`src/rtl/rv32i_types.sv`:
```
// RV32I shared types: opcodes, immediate formats, NOP.
// Includes the immediate-format selector and the 32-bit immediate builder.
package rv32i_types;

  typedef enum logic [6:0] {
    OP_LUI    = 7'b0110111,
    OP_AUIPC  = 7'b0010111,
    OP_JAL    = 7'b1101111,
    OP_JALR   = 7'b1100111,
    OP_BRANCH = 7'b1100011,
    OP_LOAD   = 7'b0000011,
    OP_STORE  = 7'b0100011,
    OP_IMM    = 7'b0010011,
    OP_REG    = 7'b0110011
  } opcode_e;

  typedef enum logic [2:0] {
    IMM_R,
    IMM_I,
    IMM_S,
    IMM_B,
    IMM_U,
    IMM_J
  } imm_type_e;

  localparam logic [31:0] NOP = 32'h00000013;

  function automatic imm_type_e imm_type(input logic [6:0] op);
    imm_type_e t;
    case (op)
      OP_IMM, OP_LOAD, OP_JALR: t = IMM_I;
      OP_STORE:                 t = IMM_S;
      OP_BRANCH:                t = IMM_B;
      OP_LUI, OP_AUIPC:         t = IMM_U;
      OP_JAL:                   t = IMM_J;
      default:                  t = IMM_R;
    endcase
    return t;
  endfunction

  function automatic logic [31:0] imm32(
    input logic [31:0] i,
    input imm_type_e   t
  );
    logic [31:0] r;
    case (t)
      IMM_I: r = {{20{i[31]}}, i[31:20]};
      IMM_S: r = {{20{i[31]}}, i[31:25], i[11:7]};
      IMM_B: r = {{19{i[31]}}, i[31], i[7],
                  i[30:25], i[11:8], 1'b0};
      IMM_U: r = {i[31:12], 12'b0};
      IMM_J: r = {{11{i[31]}}, i[31], i[19:12],
                  i[20], i[30:21], 1'b0};
      default: r = '0;
    endcase
    return r;
  endfunction

endpackage

```
`src/rtl/decode_pipe_stage_regfile.sv`:
```
// Register file: two combinational reads, one write.
// x0 is hardwired to zero; optional same-cycle write forwarding.
module regfile_param #(
  parameter int NREGS     = 32,
  parameter int XLEN      = 32,
  parameter bit WB_BYPASS = 1'b1,
  localparam int RW       = $clog2(NREGS)
) (
  input  logic            clk,
  input  logic            rst,
  input  logic [RW-1:0]   rs1_idx,
  input  logic [RW-1:0]   rs2_idx,
  output logic [XLEN-1:0] rs1_val,
  output logic [XLEN-1:0] rs2_val,
  input  logic            wr_en,
  input  logic [RW-1:0]   wr_idx,
  input  logic [XLEN-1:0] wr_data
);

  logic [XLEN-1:0] mem [NREGS];
  logic            wr_live;

  assign wr_live = wr_en && (wr_idx != '0);

  // Storage update; writes to x0 are dropped.
  always_ff @(posedge clk) begin
    if (rst) begin
      for (int i = 0; i < NREGS; i++) mem[i] <= '0;
    end else if (wr_live) begin
      mem[wr_idx] <= wr_data;
    end
  end

  // Read port 1 with optional writeback forwarding.
  always_comb begin
    rs1_val = mem[rs1_idx];
    if (rs1_idx == '0)
      rs1_val = '0;
    else if (WB_BYPASS && wr_live && wr_idx == rs1_idx)
      rs1_val = wr_data;
  end

  // Read port 2 with optional writeback forwarding.
  always_comb begin
    rs2_val = mem[rs2_idx];
    if (rs2_idx == '0)
      rs2_val = '0;
    else if (WB_BYPASS && wr_live && wr_idx == rs2_idx)
      rs2_val = wr_data;
  end

endmodule

```
`src/rtl/decode_pipe_stage.sv`:
```
// RV32I decode stage: operand read, immediate gen, busy-bit hazard
// check and a single output register with valid/ready handshake.
module decode_pipe_stage
  import rv32i_types::*;
#(
  parameter int XLEN      = 32,
  parameter int NREGS     = 32,
  parameter bit WB_BYPASS = 1'b1,
  localparam int RW       = $clog2(NREGS)
) (
  input  logic            clk,
  input  logic            rst,
  input  logic            in_valid,
  output logic            in_ready,
  input  logic [XLEN-1:0] in_pc,
  input  logic [31:0]     in_instr,
  input  logic            wb_valid,
  input  logic [RW-1:0]   wb_rd,
  input  logic [XLEN-1:0] wb_data,
  input  logic            flush,
  output logic            out_valid,
  input  logic            out_ready,
  output logic [XLEN-1:0] out_pc,
  output logic [31:0]     out_instr,
  output logic [XLEN-1:0] out_rs1_val,
  output logic [XLEN-1:0] out_rs2_val,
  output logic [XLEN-1:0] out_imm,
  output logic [RW-1:0]   out_rd,
  output logic            out_rd_we
);

  logic [6:0]      opc;
  logic [RW-1:0]   rs1, rs2, rd;
  logic [XLEN-1:0] rs1_val, rs2_val, imm_ext;
  logic [31:0]     imm_raw;
  logic            use_rs1, use_rs2, wr_rd, rd_we;
  logic            hz1, hz2, hazard, load;
  logic            set_busy;
  logic [NREGS-1:0] busy, busy_nxt;

  assign opc = in_instr[6:0];
  assign rs1 = in_instr[15 +: RW];
  assign rs2 = in_instr[20 +: RW];
  assign rd  = in_instr[7 +: RW];

  assign imm_raw = imm32(in_instr, imm_type(opc));
  assign imm_ext = XLEN'($signed(imm_raw));

  regfile_param #(
    .NREGS     (NREGS),
    .XLEN      (XLEN),
    .WB_BYPASS (WB_BYPASS)
  ) u_rf (
    .clk     (clk),
    .rst     (rst),
    .rs1_idx (rs1),
    .rs2_idx (rs2),
    .rs1_val (rs1_val),
    .rs2_val (rs2_val),
    .wr_en   (wb_valid),
    .wr_idx  (wb_rd),
    .wr_data (wb_data)
  );

  // Which sources are read and whether rd is written.
  always_comb begin
    use_rs1 = 1'b1;
    use_rs2 = 1'b0;
    wr_rd   = 1'b1;
    unique case (1'b1)
      (opc == OP_LUI) || (opc == OP_AUIPC) ||
      (opc == OP_JAL): use_rs1 = 1'b0;
      (opc == OP_BRANCH) || (opc == OP_STORE): begin
        use_rs2 = 1'b1;
        wr_rd   = 1'b0;
      end
      (opc == OP_REG): use_rs2 = 1'b1;
      default: ;
    endcase
  end

  assign rd_we = wr_rd && (rd != '0);

  // A source stalls on a pending busy bit not satisfied by this
  // cycle's writeback, or on the producer sitting in the output reg.
  always_comb begin
    hz1 = use_rs1 && (rs1 != '0) &&
          ((busy[rs1] &&
            !(WB_BYPASS && wb_valid && wb_rd == rs1)) ||
           (out_valid && out_rd_we && out_rd == rs1));
    hz2 = use_rs2 && (rs2 != '0) &&
          ((busy[rs2] &&
            !(WB_BYPASS && wb_valid && wb_rd == rs2)) ||
           (out_valid && out_rd_we && out_rd == rs2));
  end

  assign hazard   = hz1 || hz2;
  assign in_ready = !rst && !hazard && !flush &&
                    (!out_valid || out_ready);
  assign load     = in_valid && in_ready;
  assign set_busy = out_valid && out_ready && out_rd_we && !flush;

  // Next busy vector: clear on writeback, set on issue (set wins).
  always_comb begin
    busy_nxt = busy;
    if (wb_valid) busy_nxt[wb_rd] = 1'b0;
    if (set_busy) busy_nxt[out_rd] = 1'b1;
  end

  // Scoreboard state.
  always_ff @(posedge clk) begin
    if (rst) busy <= '0;
    else     busy <= busy_nxt;
  end

  // Output register: reset, flush kill, load, or drain.
  always_ff @(posedge clk) begin
    if (rst) begin
      out_valid   <= 1'b0;
      out_pc      <= '0;
      out_instr   <= NOP;
      out_rs1_val <= '0;
      out_rs2_val <= '0;
      out_imm     <= '0;
      out_rd      <= '0;
      out_rd_we   <= 1'b0;
    end else if (flush) begin
      out_valid <= 1'b0;
      out_instr <= NOP;
    end else if (load) begin
      out_valid   <= 1'b1;
      out_pc      <= in_pc;
      out_instr   <= in_instr;
      out_rs1_val <= rs1_val;
      out_rs2_val <= rs2_val;
      out_imm     <= imm_ext;
      out_rd      <= rd;
      out_rd_we   <= rd_we;
    end else if (out_ready) begin
      out_valid <= 1'b0;
    end
  end

endmodule

```
`config.mk`:
```
export PLATFORM = sky130hd
export DESIGN_NAME = decode_pipe_stage
export DESIGN_NICKNAME = d
export VERILOG_FILES = /design/src/rtl/rv32i_types.sv /design/src/rtl/decode_pipe_stage_regfile.sv /design/src/rtl/decode_pipe_stage.sv
export SDC_FILE = /design/constraint.sdc
export NUM_CORES = 2
export LEC_CHECK = 0
export BUFFER_PORTS_ARGS = -buffer_cell sky130_fd_sc_hd__buf_2
export CAP_MARGIN = 5
export CORE_MARGIN = 2
export CORE_UTILIZATION = 34
export DETAILED_ROUTE_END_ITERATION = 6
export GPL_TIMING_DRIVEN = 0
export PLACE_DENSITY = 0.52
export SETUP_SLACK_MARGIN = 0.1
export SYNTH_ARGS = -nofsm -noshare
export SYNTH_HDL_FRONTEND = slang
export SYNTH_SLANG_ARGS = --single-unit
```
`constraint.sdc`:
```
create_clock -name clk -period 4.07 [get_ports clk]
set_clock_uncertainty 0.15 [all_clocks]
set_input_delay 0.814 -clock clk [delete_from_list [all_inputs] [get_ports clk]]
set_output_delay 0.814 -clock clk [all_outputs]
set_load 0.03 [all_outputs]
```
Word level (Yosys, flattened, before mapping)

Memory sizes are Yosys's and may differ from the RTL's.
Cells that the tools add are included.

Bitwise logic cells: 4
Equal/unequal tests: 18
Mux-type cells: 29
Magnitude comparators: 6
Reductions and logical operators: 50

Operators by type and width:

| cell                                                                         | number |
|---|---|
| 32-bit 2-to-1 mux                                                            | 7 |
| 32-bit case mux with 5 select lines                                          | 1 |
| 32-bit bitwise AND                                                           | 1 |
| 32-bit inverter                                                              | 1 |
| 32-bit bitwise OR                                                            | 1 |
| 32-bit OR reduction                                                          | 1 |
| 1-bit logical AND                                                            | 24 |
| 5-bit by 6-bit less-than comparator with 1-bit output, second input constant | 4 |
| 7-bit by 6-bit equality test with 1-bit output, second input constant        | 3 |
| 7-bit equality test, second input constant                                   | 3 |
| 5-bit equality test                                                          | 4 |
| 5-bit nonzero test                                                           | 4 |
| 1-bit 2-to-1 mux                                                             | 15 |
| 3-bit case mux with 5 select lines                                           | 1 |
| 7-bit by 5-bit equality test with 1-bit output, second input constant        | 2 |
| 1-bit binary-select mux with 5-bit select                                    | 2 |
| 1-bit demux with 5-bit select                                                | 2 |
| 5-bit by 1-bit >= comparator with 1-bit output, second input constant        | 2 |
| 5-bit zero test                                                              | 2 |
| 7-bit by 2-bit equality test with 1-bit output, second input constant        | 1 |
| 1-bit logical OR                                                             | 7 |
| 3-bit by 2-bit equality test with 1-bit output, second input constant        | 2 |
| 3-bit equality test, second input constant                                   | 2 |
| 1-bit zero test                                                              | 6 |
| 7 further kinds                                                              | 9 |

Bits of input ports: 107
Output and inout bits: 168
Flip-flop bits (word level): 199
Logic and storage cells: 117
Memories: 1
Bits in writable memories: 1,024

Memory list:

| memory   | words | width | read ports | clocked after Yosys merged registers in | write ports | line                            | text |
|---|---|---|---|---|---|---|---|
| u_rf.mem | 32    | 32    | 2          | 0                                       | 32          | decode_pipe_stage_regfile.sv:20 | `logic [XLEN-1:0] mem [NREGS];` |

Longest topological paths before layout

Word-level depth: 13
Mapped depth: 11
Depth with buffers taken out: 6

By module

A second synthesis with hierarchy kept.

Cell total of the unflattened synthesis: 4,982
Area, all modules: 65,512.8 um^2

Modules (own cells, without submodules):

| module            | cells an instance | area each (um^2) | times used | seq. area each (um^2) |
|---|---|---|---|---|
| regfile_param     | 3,918             | 55,723.4         | 1          | 30,749.5 |
| decode_pipe_stage | 1,064             | 9,789.4          | 1          | 3,983.8 |

Least setup slack after synthesis

OpenSTA, ideal clock, no wires.

Path type: input to register
Start: input port wb_rd[2]
End: memory u_rf.mem[1][0], enable pin
Buffers on the path: 2
Data arrival time: 3.161 ns
Path slack: 0.330 ns
Setup time: 0.429 ns
Cell stages on the path: 4
Required time: 3.491 ns
Cells stage by stage: clkbuf_1 or3_1 clkbuf_1 o21bai_1

RTL lines:

| what            | line                            | text |
|---|---|---|
| start, declared | decode_pipe_stage.sv:18         | `input logic [RW-1:0] wb_rd,` |
| end, declared   | decode_pipe_stage_regfile.sv:20 |  |

Worst setup path in the final report

Start: input port wb_rd[2]
End: register out_rs2_val[29]

Word-level cells in the longest chain between the ends: 13
Elaborated cells on any way between the ends: 24
Those cells by class: 2 x eq/ne; 2 x mux; 20 x reduce/logical

Ends and longest elaborated chain:

| what                                   | line                                                                              | text |
|---|---|---|
| 5-bit equality test (on tied branches) | decode_pipe_stage.sv:89, decode_pipe_stage_regfile.sv:48, decode_pipe_stage.sv:93 |  |
| 1-bit logical AND (on tied branches)   | decode_pipe_stage.sv:89, decode_pipe_stage.sv:93                                  |  |
| 1-bit zero test (on tied branches)     | decode_pipe_stage.sv:89, decode_pipe_stage.sv:93                                  |  |
| 1-bit logical AND (on tied branches)   | decode_pipe_stage.sv:88, decode_pipe_stage.sv:92                                  |  |
| 1-bit logical OR (on tied branches)    | decode_pipe_stage.sv:89, decode_pipe_stage.sv:93                                  |  |
| 1-bit logical AND (on tied branches)   | decode_pipe_stage.sv:87, decode_pipe_stage.sv:91                                  |  |
| 1-bit logical OR                       | decode_pipe_stage.sv:97                                                           | `assign hazard = hz1 \|\| hz2;` |
| 1-bit zero test                        | decode_pipe_stage.sv:98                                                           | `assign in_ready = !rst && !hazard && !flush &&` |
| 1-bit logical AND (3 in a row)         | decode_pipe_stage.sv:98                                                           |  |
| 1-bit logical AND                      | decode_pipe_stage.sv:100                                                          | `assign load = in_valid && in_ready;` |
| 2-bit AND reduction (no source line)   | n/a                                                                               |  |
| end signal, assigned                   | decode_pipe_stage.sv:135                                                          | `out_rs2_val <= rs2_val;` |
| end, declared                          | decode_pipe_stage.sv:26                                                           | `output logic [XLEN-1:0] out_rs2_val,` |

Several ways; a longest one is shown, not always the timed one.
A chain may end at the register's enable or synchronous reset.

==> out/results.tsv <==
stage	metric	value	unit
critical_path	R2R setup slack	0.74	ns
cts	CTS tree	yes	
finish	share of post-route cells with drive strength above 1	0.2749	
global_routing	largest net degree at the start of global routing	33	
finish	commonest non-fill, non-tap cell in the layout	edfxtp_1	
timing	WHS	0.06742	ns
critical_path	worst endpoint required time	4.66	ns
timing	Tmin final	4.204	ns
outcome	failing checks	DRC, capacitance limit, slew limit, setup timing	
power	Power Internal	23080	uW
route	Iter 0 DRT Violations	6868	
critical_path	Crit Path Class	input port to register	
critical_path	worst r2r src	out_rd[0]	
die	Die Span X	437.3	um
route	Remaining DRCs	1	
cts	CTS H-tree lvls	4	
timing	final setup vio count	9	
route	DRT antenna net count	0	
placement	post-place setup slack	-2.186	ns
route	drt wl/cell	37.87	um
cts	Reg clk slew, reported paths	0.06	ns
critical_path	Crit. End Element	register	
power	Leak	0.02635	uW
power	P_sw	8478	uW
power	Pwr Density	429.2	nW/um2
route	DRT Pass-1 Iters	7	
die	# IOs	275	
global_routing	vias in the first global route	43240	
die	row count	159	
synthesis	ys flop type	edfxtp_1	
die	Initial Util	0.3410	
global_routing	initial antenna violation count	21	
cts	CTS sink count	1223	
timing	RSZ-0062 raised after global routing	yes	
finish	Layout Cells excl Fill	7420	
min_path	HP Class	input port to register	
placement	HPWL Detailed	202800	um
cts	# hold bufs at CTS	0	
placement	Port-buffer cells	260	
min_path	Min-Delay Path Depth	2	
die	Die ar.	191200	um2
power	Clock power frac	0.407	
route	total number of vias	43770	
placement	routability cong.	0.9497	
power	Switching Share	0.2687	
critical_path	crit path DAT	4.80	ns
power	Seq pwr share	0.461	
synthesis	EDFF count, synth	1024	
synthesis	Unique masters post-synth	66	
placement	cell count after placement	7155	
min_path	hold wc startpoint	in_pc[23]	
critical_path	Crit Path Max Fanout	10	
cts	Clock Latency Late Sink	0.81	ns
synthesis	synth top area cells	edfxtp_1 48%, mux4_2 22%, and2_1 9.7%	
die	core area	187200	um2
critical_path	startpoint types	input port	
critical_path	R2R cell count	9	
cts	CTS root buffer	clkbuf_16	
synthesis	Mapped Avg Cell Area	14.64	um2
global_routing	GR Util All Layers	0.2894	
timing	Max Transition Viols Final	7	
finish	most frequent cells in the layout	1,024 x edfxtp_1, 993 x and2_1, 617 x mux4_2	
power	total power	31550	uW
timing	Final Cycle Share	1.033	
global_routing	global-route wire length before repair	373600	um
critical_path	Reg-to-Reg End	out_rs2_val[21]	
synthesis	Yosys warnings	0	
outcome	status	finished with violations	
timing	final worst slack	-0.1344	ns
finish	Area Overhead vs Synth	15.17	%
synthesis	Seq/Total Area, Yosys	0.5442	
synthesis	Post-synth ARST share	0	
route	routed wire length	281000	um
synthesis	Post-Syn Area	63830	um2
global_routing	global route total overflow	0	
die	Die H	437.3	um
synthesis	area leader, netlist	edfxtp_1	
timing	final hold vios	0	
min_path	sink of the worst hold path	out_pc[23]	
timing	Slew headroom	-0.03126	
timing	worst-margin pin slew	1.544	ns
timing	Max Freq	237.8	MHz
cts	clock tree buffer depth	3	
synthesis	Synth top area share	0.4817	
synthesis	register bit total from synthesis	1223	
finish	post-route core utilization	0.3927	
finish	Nets	4916	
synthesis	Synth Instances	4359	
power	Max VDD drop	0.2914	mV
cts	CTS Buf Count	140	
power	Logic pwr share	0.132	
route	vias per std cell	5.899	
flow_run	max_cap viols	1	
## timing repair
action | in CTS | in global routing
endpoints found under the setup margin | 356 | 254
gates cloned | 0 | 2
pin swaps | 0 | 1
gates resized for setup | 78 | 54
buffers inserted | 3 | 0
## cells by family (layout without fill, tap and decap cells)
group	after synthesis	in the layout	share of synthesized area
and+or+nand+nor	1576	1578	0.1440
DFF	1223	1223	0.5442
AOI/OAI and AO/OA	216	216	0.02262
xor gates and xnor gates	20	20	0.002744
muxes	846	846	0.2550
buffers and inverters	477	1004	0.03140
other	1	38	0.00005875
## how the worst max path moves through the flow
| stage | startpoint | to | slack [ns] |
|---|---|---|---|
| finish | wb_rd[2] | out_rs2_val[29] | -0.13 |
| global route | in_instr[20] | out_rs2_val[5] | 0.06 |
| CTS | in_instr[22] | out_rs2_val[3] | 0.01 |
| detailed placement | in_instr[22] | out_rs2_val[3] | -2.19 |
| global placement | wb_rd[2] | u_rf.mem[2][12] | -2.50 |
| floorplan | wb_rd[2] | u_rf.mem[1][0] | 0.33 |
## critical path, stage by stage
cell	delay (ns)
clkbuf_1	0.28
or3_1	0.48
o311ai_1	0.65
o21a_1	0.18
buf_2	0.33
clkbuf_1	0.74
a32oi_1	0.33
a21oi_1	0.69
mux2_2	0.27
## per-stage QoR
step | area (um2) | TNS, ns
final | 73520 | -0.4733
after global routing | 73500 | 0
after CTS | 73350 | 0
after detailed placement | 68640 | -807.87
after global placement | 68370 | -1008.15
after floorplan | 63950 | 0
## sequential cells by signal, indices dropped and copies added, names as in the netlist
signal       count
out_rd           5
out_imm         32
out_rd_we        1
out_valid        1
out_instr       32
busy            32
u_rf.mem      1024
out_rs1_val     32
out_pc          32
out_rs2_val     32
## cells in the mapped netlist, types with 5 or more instances
cell and n:
nor2_1 64, xnor2_1 12, dfxtp_1 199, a22oi_1 5, buf_4 14, xor2_1 8, or2_2 27, a2111oi_0 14
a221oi_1 20, a32oi_1 11, nand3b_1 10, nor3_1 9, o211ai_1 32, o21ai_0 37, nor2b_1 72, a21oi_1 63
clkbuf_1 328, inv_1 27, mux4_2 617, nand2_1 201, a31oi_1 8, mux2_2 42, buf_6 9, and3_1 30
and2_1 993, buf_2 75, or3_1 6, mux2i_1 158, buf_1 20, nand2b_1 88, nand3_1 49, edfxtp_1 1024
mux2_1 29
## area by class of cell
cell class,count,area (um2)
timing repair buffer,277,1593
clock inverter,59,476.7
sequential,1223,34730
clock buffer,193,4016
antenna,6,15.01
tap,2495,3122
inverter,31,116.4
fill,17590,113700
buffer,444,2024
multi-input combinational,2692,27420
## routing by layer
layer,wire length [um],track usage,part of all wire
met1,106200,0.3678,0.38
met2,126400,0.4466,0.45
met3,29290,0.07893,0.10
met4,19000,0.1620,0.068
met5,103,0,0.00037
## power groups by stage
stage	Sequential [uW]	Clock, uW	Combinational (uW)
floorplan	14700	0	2190
finish	14500	12900	4150
CTS	14500	12900	4070
global placement	14800	0	4000
global route	14600	13400	4190
detailed placement	14800	0	4040
Note: power is estimated with default switching activity, not from simulation.
